File: src/rtl/witf_if.sv
// Write-in-flight table port bundle: IDU/WBU side (master) and the table (slave).
// No storage here; timing is set by the table.
// No flow control of its own; IDU backs off on witf_full.
interface witf_if #(
    parameter int DEPTH = 4,
    parameter int AW    = 5
);
    logic                     flush_pipeline;
    logic [AW-1:0]            rs1;
    logic [AW-1:0]            rs2;
    logic                     disp_en;
    logic [AW-1:0]            rd;
    logic                     disp_wen;
    logic                     commit_en;
    logic                     isRAW;
    logic                     witf_full;
    logic                     witf_empty;
    logic [$clog2(DEPTH):0]   witf_cnt;

    modport master (
        output flush_pipeline, rs1, rs2, disp_en, rd, disp_wen, commit_en,
        input  isRAW, witf_full, witf_empty, witf_cnt
    );

    modport slave (
        input  flush_pipeline, rs1, rs2, disp_en, rd, disp_wen, commit_en,
        output isRAW, witf_full, witf_empty, witf_cnt
    );
endinterface

File: src/rtl/witf.sv
// In-order write-in-flight scoreboard answering IDU RAW/full queries.
// Push/pop visible one cycle after the edge; isRAW is zero-latency from rs1/rs2.
// Push while full without a same-cycle pop is dropped; pop on empty is ignored.
module witf #(
    parameter int DEPTH = 4,
    parameter int AW    = 5
) (
    input  logic   clk,
    input  logic   rst,
    witf_if.slave  bus
);
    localparam int PW = $clog2(DEPTH);
    localparam int CW = PW + 1;
    localparam logic [CW-1:0] FULL_CNT = CW'(DEPTH);

    logic [DEPTH-1:0] ent_vld;
    logic [DEPTH-1:0] ent_wen;
    logic [AW-1:0]    ent_rd [DEPTH];
    logic [PW-1:0]    head;
    logic [PW-1:0]    tail;
    logic [CW-1:0]    cnt;

    logic push_ok;
    logic pop_ok;
    logic raw;

    // A pop frees the head slot this edge, so a full table can still take a push.
    assign push_ok = bus.disp_en && ((cnt != FULL_CNT) || bus.commit_en);
    assign pop_ok  = bus.commit_en && (cnt != '0);

    always_ff @(posedge clk or negedge rst) begin
        if (!rst) begin
            ent_vld <= '0;
            ent_wen <= '0;
            for (int i = 0; i < DEPTH; i++) ent_rd[i] <= '0;
            head    <= '0;
            tail    <= '0;
            cnt     <= '0;
        end else if (bus.flush_pipeline) begin
            ent_vld <= '0;
            head    <= '0;
            tail    <= '0;
            cnt     <= '0;
        end else begin
            // Pop before push: when full, head == tail and the new entry must survive.
            if (pop_ok) begin
                ent_vld[head] <= 1'b0;
                head          <= head + 1'b1;
            end
            if (push_ok) begin
                ent_vld[tail] <= 1'b1;
                ent_wen[tail] <= bus.disp_wen;
                ent_rd[tail]  <= bus.rd;
                tail          <= tail + 1'b1;
            end
            case ({push_ok, pop_ok})
                2'b10:   cnt <= cnt + 1'b1;
                2'b01:   cnt <= cnt - 1'b1;
                default: cnt <= cnt;
            endcase
        end
    end

    always_comb begin
        raw = 1'b0;
        for (int i = 0; i < DEPTH; i++) begin
            if (ent_vld[i] && ent_wen[i] && (ent_rd[i] != '0) &&
                ((ent_rd[i] == bus.rs1) || (ent_rd[i] == bus.rs2)))
                raw = 1'b1;
        end
    end

    assign bus.isRAW      = raw;
    assign bus.witf_full  = (cnt == FULL_CNT);
    assign bus.witf_empty = (cnt == '0);
    assign bus.witf_cnt   = cnt;
endmodule

File: src/flat_wrapper.sv
// flat-port wrapper written by rule: the top's interface ports become plain ports
module witf_flat 
#(
    parameter int DEPTH = 4,
    parameter int AW    = 5
)
  (clk, rst, bus_flush_pipeline, bus_rs1, bus_rs2, bus_disp_en, bus_rd, bus_disp_wen, bus_commit_en, bus_isRAW, bus_witf_full, bus_witf_empty, bus_witf_cnt);
  witf_if #(.DEPTH(DEPTH), .AW(AW)) bus_i ();
  input  logic clk;
  input  logic rst;
  input wire logic [$bits(bus_i.flush_pipeline)-1:0] bus_flush_pipeline;
  input wire logic [$bits(bus_i.rs1)-1:0] bus_rs1;
  input wire logic [$bits(bus_i.rs2)-1:0] bus_rs2;
  input wire logic [$bits(bus_i.disp_en)-1:0] bus_disp_en;
  input wire logic [$bits(bus_i.rd)-1:0] bus_rd;
  input wire logic [$bits(bus_i.disp_wen)-1:0] bus_disp_wen;
  input wire logic [$bits(bus_i.commit_en)-1:0] bus_commit_en;
  output wire logic [$bits(bus_i.isRAW)-1:0] bus_isRAW;
  output wire logic [$bits(bus_i.witf_full)-1:0] bus_witf_full;
  output wire logic [$bits(bus_i.witf_empty)-1:0] bus_witf_empty;
  output wire logic [$bits(bus_i.witf_cnt)-1:0] bus_witf_cnt;
  assign bus_i.flush_pipeline = bus_flush_pipeline;
  assign bus_i.rs1 = bus_rs1;
  assign bus_i.rs2 = bus_rs2;
  assign bus_i.disp_en = bus_disp_en;
  assign bus_i.rd = bus_rd;
  assign bus_i.disp_wen = bus_disp_wen;
  assign bus_i.commit_en = bus_commit_en;
  assign bus_isRAW = bus_i.isRAW;
  assign bus_witf_full = bus_i.witf_full;
  assign bus_witf_empty = bus_i.witf_empty;
  assign bus_witf_cnt = bus_i.witf_cnt;
  witf #(.DEPTH(DEPTH), .AW(AW)) u_core (.clk(clk), .rst(rst), .bus(bus_i));
endmodule
File: config.mk
export PLATFORM = sky130hd
export DESIGN_NAME = witf_flat
export DESIGN_NICKNAME = d
export VERILOG_FILES = /design/src/rtl/witf_if.sv /design/src/rtl/witf.sv /design/src/flat_wrapper.sv
export SDC_FILE = /design/constraint.sdc
export NUM_CORES = 1
export LEC_CHECK = 0
export CAP_MARGIN = 20
export CORE_MARGIN = 2
export CORE_UTILIZATION = 50
export DETAILED_ROUTE_END_ITERATION = 8
export MAX_ROUTING_LAYER = met4
export PLACE_DENSITY = 0.71
export SYNTH_ARGS = -nofsm -noshare
export SYNTH_HDL_FRONTEND = slang
export SYNTH_SLANG_ARGS = --single-unit
File: constraint.sdc
create_clock -name clk -period 2.2 [get_ports clk]
set_input_delay 0.44 -clock clk [delete_from_list [all_inputs] [get_ports clk]]
set_output_delay 0.44 -clock clk [all_outputs]
set_load 0.02 [all_outputs]
==> impl_results.md <==
* Worst setup path end: bus_isRAW
* Pin count of the biggest net entering global routing at 36
* All-Layer GR Usage at 21.7%
* CTS max path bufs at 2
* Synthesized area at 2220 um^2
* Leakage at 0.00125 uW
* Min-delay worst type: register to register
* Residual DRC count at 0
* Vias at 1625
* Total routed wirelength at 4.77 mm
* Layout Utilization at 65.0%
* Post-synthesis async set-or-reset flop share at 100%
* Power per cell area at 895 nW/um^2
* Max Cap Viol at 0
* Clock Latency Late Sink at 280 ps
* Mapped Cells at 213
* Std cell rows at 24
* Final hold vios at 0
* Post-CTS Setup Bufs at 0
* CTS tree: built
* First-pass GRT wire length at 8.11 mm
* Hold Crit Depth at 1
* Synth area leaders: dfrtp_1 (39%), xnor2_1 (17%), mux2_2 (11%)
* Die Span Y at 70.6 um
* CP Capture Type: output pin
* Post-synthesis net count at 243
* Final Cycle Share at 99.5%
* Drt initial violations at 103
* Syn Area/Cell at 10.4 um^2
* Seq/Total Area, Yosys at 39.4%
* Post-synth EDFFs at 0
* Die area at 4990 um^2
* Most used DFF post-synth: dfrtp_1
* DRT Pass-1 Iters at 4
* RSZ-0062 raised after global routing: true
* Vias/cell at 5.21
* Count of pins over their slew limit at 0
* Dominant cell type by area after synthesis: dfrtp_1
* Crit path kind: register to output pin
* Ant diodes at 0
* # setup viols final at 0
* Clock transition at the registers of the reported paths at 70 ps
* Core ar. at 4320 um^2
* #FFs+latches synth at 35
* Reg2reg setup slack at 250 ps
* Routed Antenna Nets at 0
* Antenna violations before repair at 0
* Max FO, Critical Path at 3
* R2R depth at 8
* Global placer's final weighted congestion at 0.882
* Max_slew headroom at 70.2%
* Worst VDD drop at 0.591 mV
* DP HPWL at 3.72 mm
* Clock sinks at 35
* Crit path launch type: register
* Wire per inst at 15.3 um
* Synth warn at 0
* Vias in the first global route at 1617
* Hold_buf cts at 0
* Fmax at 0.457 GHz
* Clock Skew at 6.44 ps
* Crit path time final at 2190 ps
* Hold_ws at 542 ps
* Layout Nets at 289
* Max H-tree Level at 2
* Total grt overflow at 0
* Count of cell types in the netlist at 33
* Synth top area share at 39.4%
* Area delta synth->final at 26.6%
* Crit. Startpoint: u_core.ent_rd[5]
* Overall Power at 2520 uW
* Starting density of the core at 51.4%
* Measured slew at the worst slew-check pin at 447 ps
* DIE WIDTH at 70.6 um
* Critical R2R Capture: u_core.bus.witf_cnt[1]
* Share of cells above drive strength 1 at 27.3%
* RR Startpoint: u_core.bus.witf_cnt[2]
* Outcome: finished clean
* IO Count at 27
* Root Driver: clkbuf_8
* Num CTS Buffers at 5
* Buffers on Ports at 26
* WP data arrival at 1750 ps
* Fillers at 376
* Critical Path RT at 1760 ps
## timing repair
item | CTS | global route
resized for setup | 15 | 3
setup endpoints to repair | 2 | 2
endpoints found under the hold margin | 0 | 0
## kinds of logic after synthesis
| kind of cell | count (synthesis) | synth area share (%) |
|---|---|---|
| AOI/OAI and AO/OA | 20 | 6.82 |
| DFF | 35 | 39.4 |
| xor gates and xnor gates | 43 | 17.0 |
| buffers and inverters | 20 | 3.89 |
| and+or+nand+nor | 61 | 14.9 |
| adders and majority gates | 9 | 5.41 |
| muxes | 25 | 12.6 |
## routing by layer
metal	track usage, %	vias up	routed length, um
met5	-	-	0
met4	4.40	0	31
met3	4.27	4	149
met2	32.1	28	2230
met1	31.3	768	2360
li1	-	825	-
## cell usage in the layout, fill, tap and decap left out, types with 2 or more instances in the layout
master           count
xnor2_1             42
dfrtp_1             32
buf_4               28
mux2_2              22
nand2_1             20
clkdlybuf4s50_1     14
dlygate4sd2_1       10
nor2_1               9
nand3_1              9
ha_1                 8
inv_1                5
o22ai_1              5
a21oi_1              5
clkbuf_8             5
nand2_4              4
nand3b_1             4
nor3_1               3
or4_1                3
o2111ai_1            3
o21ai_0              3
dfrtp_2              3
mux2_1               2
clkbuf_1             2
## sequential cells by signal, indices dropped and copies added (netlist names)
name	cells
u_core.ent_wen	4
u_core.ent_rd	20
u_core.bus.witf_cnt	3
u_core.tail	2
u_core.ent_vld	4
u_core.head	2
## layout make-up
class | instances | area [um^2] | area share (%)
Clock buffer | 7 | 76.3 | 2.71
Clock inverter | 1 | 30.0 | 1.07
Inverter | 5 | 18.8 | 0.667
Multi-Input combinational cell | 158 | 1290 | 45.8
Sequential cell | 35 | 880 | 31.3
Tap cell | 52 | 65.1 | 2.31
Timing Repair Buffer | 54 | 455 | 16.2
## worst min path at each step
stage	startpoint	end	slack [ps]
detailed placement	u_core.ent_vld[0]	u_core.ent_vld[0]	510
global placement	u_core.ent_vld[0]	u_core.ent_vld[0]	500
finish	u_core.ent_wen[1]	u_core.ent_wen[1]	540
floorplan	rst	u_core.bus.witf_cnt[0]	140
global route	u_core.ent_wen[1]	u_core.ent_wen[1]	550
CTS	u_core.ent_vld[0]	u_core.ent_vld[0]	530
## cell usage after synthesis (all sizes together) (2+ instances only)
library cell   n
xnor2         42
dfrtp         35
mux2          24
nand2         24
clkbuf        13
nor2          10
nand3          9
ha             8
a21oi          5
inv            5
o22ai          5
nand3b         4
nor3           4
o2111ai        4
or4            4
o21ai          3
buf            2
## worst max-delay path: stages (launching register included)
cell,delay [ps]
dfrtp_1,400
or4_1,560
o2111ai_1,220
nand4_1,120
buf_2,170
## per-stage QoR
| stage | cell area, um^2 | setup TNS (ps) | setup slack, ps | cells |
|---|---|---|---|---|
| after floorplan | 2250 | -20.3 | -20.3 | 213 |
| after global placement | 2710 | -1280 | -601 | 304 |
| after detailed placement | 2710 | -1120 | -586 | 304 |
| after CTS | 2800 | 0 | 15.1 | 312 |
| after global routing | 2810 | -47.2 | -47.2 | 312 |
| final | 2810 | 0 | 10.7 | 312 |
## power by group
group	leakage [uW]	switching (uW)	internal [uW]	total (uW)
combinational	0.000750	398	578	977
sequential	0.000444	172	809	981
clock	0.0000524	221	339	560
total	0.00125	792	1730	2520
No activity file was read; power rests on OpenSTA's default activity.
